<file path="config.mk">
export PLATFORM = sky130hd
export DESIGN_NAME = demux_stream_1ton_flat
export DESIGN_NICKNAME = d
export VERILOG_FILES = /design/src/rtl/demux_pkg.sv /design/src/rtl/demux_stream_1ton_if.sv /design/src/rtl/demux_out_slot.sv /design/src/rtl/demux_stream_1ton.sv /design/src/flat_wrapper.sv
export SDC_FILE = /design/constraint.sdc
export NUM_CORES = 1
export LEC_CHECK = 0
export CAP_MARGIN = 20
export CORE_MARGIN = 1
export CORE_UTILIZATION = 30
export DETAILED_ROUTE_END_ITERATION = 6
export MAX_ROUTING_LAYER = met4
export PLACE_DENSITY_LB_ADDON = 0.15
export REMOVE_ABC_BUFFERS = 1
export SYNTH_ARGS = -nofsm -noshare
export SYNTH_HDL_FRONTEND = slang
export SYNTH_SLANG_ARGS = --single-unit
</file>
<file path="constraint.sdc">
create_clock -name clk_in -period 3 [get_ports clk_in]
set_clock_uncertainty 0.15 [all_clocks]
set_input_delay 0.75 -clock clk_in [delete_from_list [all_inputs] [get_ports clk_in]]
set_output_delay 0.75 -clock clk_in [all_outputs]
set_load 0.02 [all_outputs]
</file>
<file path="src/rtl/demux_pkg.sv">
// Shared definitions for the 1-to-N packet stream demultiplexer:
// routing FSM encoding and select-width derivation.
package demux_pkg;

  typedef enum logic [1:0] {
    ST_IDLE  = 2'd0,
    ST_ROUTE = 2'd1,
    ST_DROP  = 2'd2
  } demux_state_e;

  // Width of a channel index; a single-channel select still needs one bit.
  function automatic int sel_w(input int n);
    int w;
    w = $clog2(n);
    return (w < 1) ? 1 : w;
  endfunction

endpackage

</file>
<file path="src/rtl/demux_stream_1ton_if.sv">
// Upstream beat + per-channel downstream bundle for demux_stream_1ton.
// master drives upstream beats and downstream ready; slave is the demux.
interface demux_stream_1ton_if #(
  parameter int DATA_W = 8,
  parameter int NUM_CH = 4,
  parameter int CNT_W  = 8
);
  import demux_pkg::*;

  localparam int SEL_W = sel_w(NUM_CH);

  logic [DATA_W-1:0]        d_in;
  logic [SEL_W-1:0]         sel_in;
  logic                     valid_in;
  logic                     last_in;
  logic                     ready_out;
  logic [NUM_CH*DATA_W-1:0] y_out;
  logic [NUM_CH-1:0]        valid_out;
  logic [NUM_CH-1:0]        last_out;
  logic [NUM_CH-1:0]        ready_in;
  logic [CNT_W-1:0]         drop_cnt_out;

  modport master (
    output d_in, sel_in, valid_in, last_in, ready_in,
    input  ready_out, y_out, valid_out, last_out, drop_cnt_out
  );

  modport slave (
    input  d_in, sel_in, valid_in, last_in, ready_in,
    output ready_out, y_out, valid_out, last_out, drop_cnt_out
  );

endinterface

</file>
<file path="src/rtl/demux_out_slot.sv">
// One-entry output register for a single demux channel.
// A load wins over a same-cycle consume so throughput stays one beat per cycle.
module demux_out_slot #(
  parameter int DATA_W = 8
) (
  input  logic              clk_in,
  input  logic              rst_in,
  input  logic              load_i,
  input  logic [DATA_W-1:0] d_i,
  input  logic              last_i,
  input  logic              ready_i,
  output logic              valid_o,
  output logic              last_o,
  output logic [DATA_W-1:0] y_o
);

  logic              vld_q;
  logic              last_q;
  logic [DATA_W-1:0] dat_q;

  always_ff @(posedge clk_in) begin
    if (rst_in) begin
      vld_q  <= 1'b0;
      last_q <= 1'b0;
      dat_q  <= '0;
    end else if (load_i) begin
      vld_q  <= 1'b1;
      last_q <= last_i;
      dat_q  <= d_i;
    end else if (vld_q && ready_i) begin
      vld_q  <= 1'b0;
      last_q <= 1'b0;
      dat_q  <= '0;
    end
  end

  // Idle slots present all-zero payload and last.
  assign valid_o = vld_q;
  assign last_o  = vld_q & last_q;
  assign y_o     = vld_q ? dat_q : '0;

endmodule

</file>
<file path="src/rtl/demux_stream_1ton.sv">
// Packet-granular 1-to-N stream demux: channel is picked on the first beat,
// locked until last; out-of-range selects discard the packet and are counted.
module demux_stream_1ton
  import demux_pkg::*;
#(
  parameter int DATA_W = 8,
  parameter int NUM_CH = 4,
  parameter int CNT_W  = 8
) (
  input logic          clk_in,
  input logic          rst_in,
  demux_stream_1ton_if.slave bus
);

  localparam int SEL_W = sel_w(NUM_CH);
  localparam int NPAD  = 2 ** SEL_W;
  localparam logic [SEL_W:0] NCH = (SEL_W+1)'(NUM_CH);

  demux_state_e      state_q;
  logic [SEL_W-1:0]  lock_q;
  logic [CNT_W-1:0]  drop_q;

  logic [NUM_CH-1:0] vld;
  logic [NUM_CH-1:0] load;
  logic [NPAD-1:0]   vld_pad;
  logic [NPAD-1:0]   rdy_pad;
  logic [SEL_W-1:0]  tgt;
  logic              sel_oob;
  logic              ready_c;
  logic              acc;
  logic              route_acc;
  logic              disc;

  // Padding to a power of two keeps indexing by an out-of-range select defined.
  assign vld_pad = NPAD'(vld);
  assign rdy_pad = NPAD'(bus.ready_in);

  always_comb begin
    sel_oob   = ({1'b0, bus.sel_in} >= NCH);
    tgt       = (state_q == ST_ROUTE) ? lock_q : bus.sel_in;
    ready_c   = 1'b0;
    if (!rst_in) begin
      if (state_q == ST_DROP)                   ready_c = 1'b1;
      else if (state_q == ST_IDLE && sel_oob)   ready_c = 1'b1;
      else                                      ready_c = !vld_pad[tgt] || rdy_pad[tgt];
    end
    acc       = bus.valid_in && ready_c;
    route_acc = acc && (state_q == ST_ROUTE || (state_q == ST_IDLE && !sel_oob));
    disc      = acc && !route_acc;
    load      = '0;
    for (int k = 0; k < NUM_CH; k++)
      load[k] = route_acc && (tgt == SEL_W'(k));
  end

  always_ff @(posedge clk_in) begin
    if (rst_in) begin
      state_q <= ST_IDLE;
      lock_q  <= '0;
      drop_q  <= '0;
    end else begin
      if (acc) begin
        case (state_q)
          ST_IDLE: begin
            if (!bus.last_in) begin
              if (sel_oob) state_q <= ST_DROP;
              else begin
                state_q <= ST_ROUTE;
                lock_q  <= bus.sel_in;
              end
            end
          end
          ST_ROUTE: if (bus.last_in) state_q <= ST_IDLE;
          ST_DROP:  if (bus.last_in) state_q <= ST_IDLE;
          default:  state_q <= ST_IDLE;
        endcase
      end
      if (disc && drop_q != '1) drop_q <= drop_q + 1'b1;
    end
  end

  for (genvar k = 0; k < NUM_CH; k++) begin : g_slot
    demux_out_slot #(.DATA_W(DATA_W)) u_slot (
      .clk_in  (clk_in),
      .rst_in  (rst_in),
      .load_i  (load[k]),
      .d_i     (bus.d_in),
      .last_i  (bus.last_in),
      .ready_i (bus.ready_in[k]),
      .valid_o (vld[k]),
      .last_o  (bus.last_out[k]),
      .y_o     (bus.y_out[k*DATA_W +: DATA_W])
    );
  end

  assign bus.valid_out    = vld;
  assign bus.ready_out    = ready_c;
  assign bus.drop_cnt_out = drop_q;

endmodule

</file>
<file path="src/flat_wrapper.sv">
// flat-port wrapper written by rule: the top's interface ports become plain ports
module demux_stream_1ton_flat import demux_pkg::*;
#(
  parameter int DATA_W = 8,
  parameter int NUM_CH = 4,
  parameter int CNT_W  = 8
)
  (clk_in, rst_in, bus_d_in, bus_sel_in, bus_valid_in, bus_last_in, bus_ready_in, bus_ready_out, bus_y_out, bus_valid_out, bus_last_out, bus_drop_cnt_out);
  demux_stream_1ton_if #(.DATA_W(DATA_W), .NUM_CH(NUM_CH), .CNT_W(CNT_W)) bus_i ();
  input logic clk_in;
  input logic rst_in;
  input wire logic [$bits(bus_i.d_in)-1:0] bus_d_in;
  input wire logic [$bits(bus_i.sel_in)-1:0] bus_sel_in;
  input wire logic [$bits(bus_i.valid_in)-1:0] bus_valid_in;
  input wire logic [$bits(bus_i.last_in)-1:0] bus_last_in;
  input wire logic [$bits(bus_i.ready_in)-1:0] bus_ready_in;
  output wire logic [$bits(bus_i.ready_out)-1:0] bus_ready_out;
  output wire logic [$bits(bus_i.y_out)-1:0] bus_y_out;
  output wire logic [$bits(bus_i.valid_out)-1:0] bus_valid_out;
  output wire logic [$bits(bus_i.last_out)-1:0] bus_last_out;
  output wire logic [$bits(bus_i.drop_cnt_out)-1:0] bus_drop_cnt_out;
  assign bus_i.d_in = bus_d_in;
  assign bus_i.sel_in = bus_sel_in;
  assign bus_i.valid_in = bus_valid_in;
  assign bus_i.last_in = bus_last_in;
  assign bus_i.ready_in = bus_ready_in;
  assign bus_ready_out = bus_i.ready_out;
  assign bus_y_out = bus_i.y_out;
  assign bus_valid_out = bus_i.valid_out;
  assign bus_last_out = bus_i.last_out;
  assign bus_drop_cnt_out = bus_i.drop_cnt_out;
  demux_stream_1ton #(.DATA_W(DATA_W), .NUM_CH(NUM_CH), .CNT_W(CNT_W)) u_core (.clk_in(clk_in), .rst_in(rst_in), .bus(bus_i));
endmodule
</file>
==> flow_summary.json <==
{
  "combinationalPowerShare": 0.143,
  "setup_viol": 0,
  "chipHeight_um": 85.6,
  "numCtsBuffers": 5,
  "status": "finished clean",
  "portBuffers": 58,
  "path_class": "input port to output port",
  "grt_pass1_vias": 1781,
  "grt.total_usage": 0.157,
  "synth_edf_count": 0,
  "grt_max_degree": 47,
  "rsz0062_at_grt": "false",
  "worstReg2RegEnd": "u_core.state_q[0]",
  "ir_worst_vdd_v": 0.000142,
  "synth-seq-cells": 43,
  "ff2ff_setup_slack_ns": 0.96,
  "holdPathStages": 2,
  "final_nets": 343,
  "row_count": 30,
  "required_ns": 2.10,
  "synth_seq_area_share": 0.410,
  "power_mw": 1.12,
  "rr_worst_depth": 7,
  "synth_top_cells_by_area": "dfxtp_1, and2_1, a21oi_1",
  "wl_per_cell_um": 13.5,
  "leakagePower_nw": 1.02,
  "via_per_inst": 4.66,
  "maxCapViolCount": 0,
  "hp-class": "flip-flop to flip-flop",
  "drt_iter0_markers": 105,
  "finalMaxSlewViolations": 0,
  "clockRootBuffer": "clkbuf_8",
  "synthFlopType": "dfxtp_1",
  "netSwitchingPower_mw": 0.301,
  "clk_pin_slew_ns": 0.08,
  "syn_inst": 268,
  "synth_commonest_cells": "dfxtp_1, nand2_1, a21oi_1, nand3_1, and2_1",
  "ant_nets": 0,
  "cp-start-kind": "input port",
  "dr_total_vias": 1887,
  "worst_slew_pin_slew_ns": 0.617,
  "cts.sinks": 43,
  "p_seq_frac": 0.535,
  "endpoint_kind": "output port",
  "wl_um": 5470,
  "start_util": 0.311,
  "synth_top_area_frac": 0.410,
  "drtPass1Iterations": 4,
  "clkPwrFrac": 0.322,
  "synthArstFlopShare": 0,
  "worstPathArrival_ns": 1.95,
  "fillers": 724,
  "fin_hold_ws_ns": 0.314,
  "max_freq_mhz": 351,
  "hold_buffers": 0,
  "period_needed_ns": 2.85,
  "hold_viol": 0,
  "dp_hpwl_um": 3890,
  "synth_area_mm2": 0.00210,
  "h-tree-depth": 2,
  "clockBufferDepth": 2,
  "core_area_mm2": 0.00676,
  "synth.most_common_cell": "dfxtp_1",
  "die_x_um": 85.6,
  "insertion_delay_ns": 0.29,
  "power_density_mw_per_mm2": 400,
  "yosys.area.top_type": "dfxtp_1",
  "timing.slew.headroom": 0.586,
  "p_int_mw": 0.823,
  "yosysWarnings": 0,
  "io_pins": 67,
  "overflow": 0,
  "n_antenna_cell": 0,
  "dieArea_mm2": 0.00733,
  "area_growth_pct": 34.0,
  "cp_max_fo": 4,
  "gp_congestion": 0.725,
  "period_share": 0.950,
  "avgSynthCellArea_um2": 7.83,
  "ys_types": 21,
  "whs_endpoint": "u_core.g_slot[2].u_slot.dat_q[3]",
  "switching_share": 0.267,
  "drive_gt1_frac": 0.0862,
  "drc_errors": 0,
  "grt_pass1_wl_um": 8780,
  "hp-start": "u_core.g_slot[2].u_slot.dat_q[3]",
  "rr_startpoint": "u_core.state_q[0]",
  "grt_antenna_before_repair": 0,
  "cts_tree": "yes"
}
## flip-flops by register name (all words and copies together), names as in the netlist
name                          cells
u_core.g_slot.u_slot.dat_q       32
u_core.g_slot.u_slot.last_q       4
u_core.g_slot.u_slot.valid_o      4
u_core.lock_q                     2
u_core.state_q                    1
## stage by stage
| step | cell area [um^2] | TNS, ns | std cells | utilization | setup slack, ns |
|---|---|---|---|---|---|
| 6_report | 2810 | 0 | 405 | 0.416 | 0.151 |
| 3_5_place_dp | 2720 | -0.364 | 396 | 0.402 | -0.364 |
| 2_1_floorplan | 1940 | 0 | 245 | - | 0.462 |
| 4_1_cts | 2800 | 0 | 404 | 0.414 | 0.0845 |
| 5_1_grt | 2810 | 0 | 405 | 0.416 | 0.0198 |
| 3_3_place_gp | 2720 | -0.336 | 396 | 0.402 | -0.336 |
## worst max-delay path: stages
cell and delay, ns:
clkdlybuf4s50_1 0.45, nor2b_2 0.24, mux2i_1 0.10, mux2i_1 0.18, nor2_1 0.06, buf_4 0.15
## how the worst max path moves through the flow
stage | start | endpoint | slack (ns) | depth (start not counted)
after global placement | bus_ready_in[0] | bus_ready_out | -0.34 | 6
after detailed placement | bus_sel_in[0] | bus_ready_out | -0.36 | 6
after global routing | bus_ready_in[0] | bus_ready_out | 0.02 | 6
final | bus_ready_in[0] | bus_ready_out | 0.15 | 6
after CTS | bus_sel_in[0] | bus_ready_out | 0.08 | 6
after floorplan | bus_sel_in[0] | bus_ready_out | 0.46 | 4
## area by class of cell
cell class | count | area [um^2] | area share
multi-input combinational | 200 | 1070 | 0.382
tap | 80 | 100 | 0.0356
clock inverter | 2 | 12.5 | 0.00445
sequential | 43 | 861 | 0.306
inverter | 2 | 7.51 | 0.00267
clock buffer | 6 | 72.6 | 0.0258
timing repair buffer | 72 | 686 | 0.244
## power by group through the flow
stage / clock network (mW) / registers, mW / logic (mW)
after CTS: 0.371 / 0.602 / 0.161
after detailed placement: 0 / 0.616 / 0.161
after floorplan: 0 / 0.616 / 0.0765
after global routing: 0.392 / 0.604 / 0.177
after global placement: 0 / 0.615 / 0.160
final: 0.362 / 0.601 / 0.160
## cell families after synthesis
kind of cell | count (synthesis) | synth area share
other cells | 1 | 0.00179
flops | 43 | 0.410
simple gates | 145 | 0.357
compound gates | 38 | 0.0906
mux | 8 | 0.0429
fa+ha+maj | 1 | 0.00596
buf+inv | 32 | 0.0918
## placed cells by master (no fill, tap or decap), types with 2 or more instances in the layout
cell type / n
clkdlybuf4s50_1: 56
nand2_1: 42
clkbuf_8: 5
and3_1: 2
nor2_1: 8
and2_1: 37
or3_1: 2
a21oi_1: 38
mux2_4: 2
nor2b_1: 5
nor3_2: 2
nand3_1: 38
conb_1: 8
mux2i_1: 6
dfxtp_1: 43
nand2b_1: 7
inv_1: 2
buf_4: 15
## routing by layer
layer	up-vias	share of wire	track usage
met2	54	0.46	0.254
met3	3	0.044	0.0269
met1	857	0.49	0.202
li1	973	-	-
met5	-	0	-
met4	0	0.0049	0.0455
## what timing repair did
action / CTS / global route
buffers inserted: 0 / 1
gates cloned: 0 / 0
resized for setup: 5 / 2
endpoints found under the setup margin: 1 / 1
No activity file was read; power rests on OpenSTA's default activity.
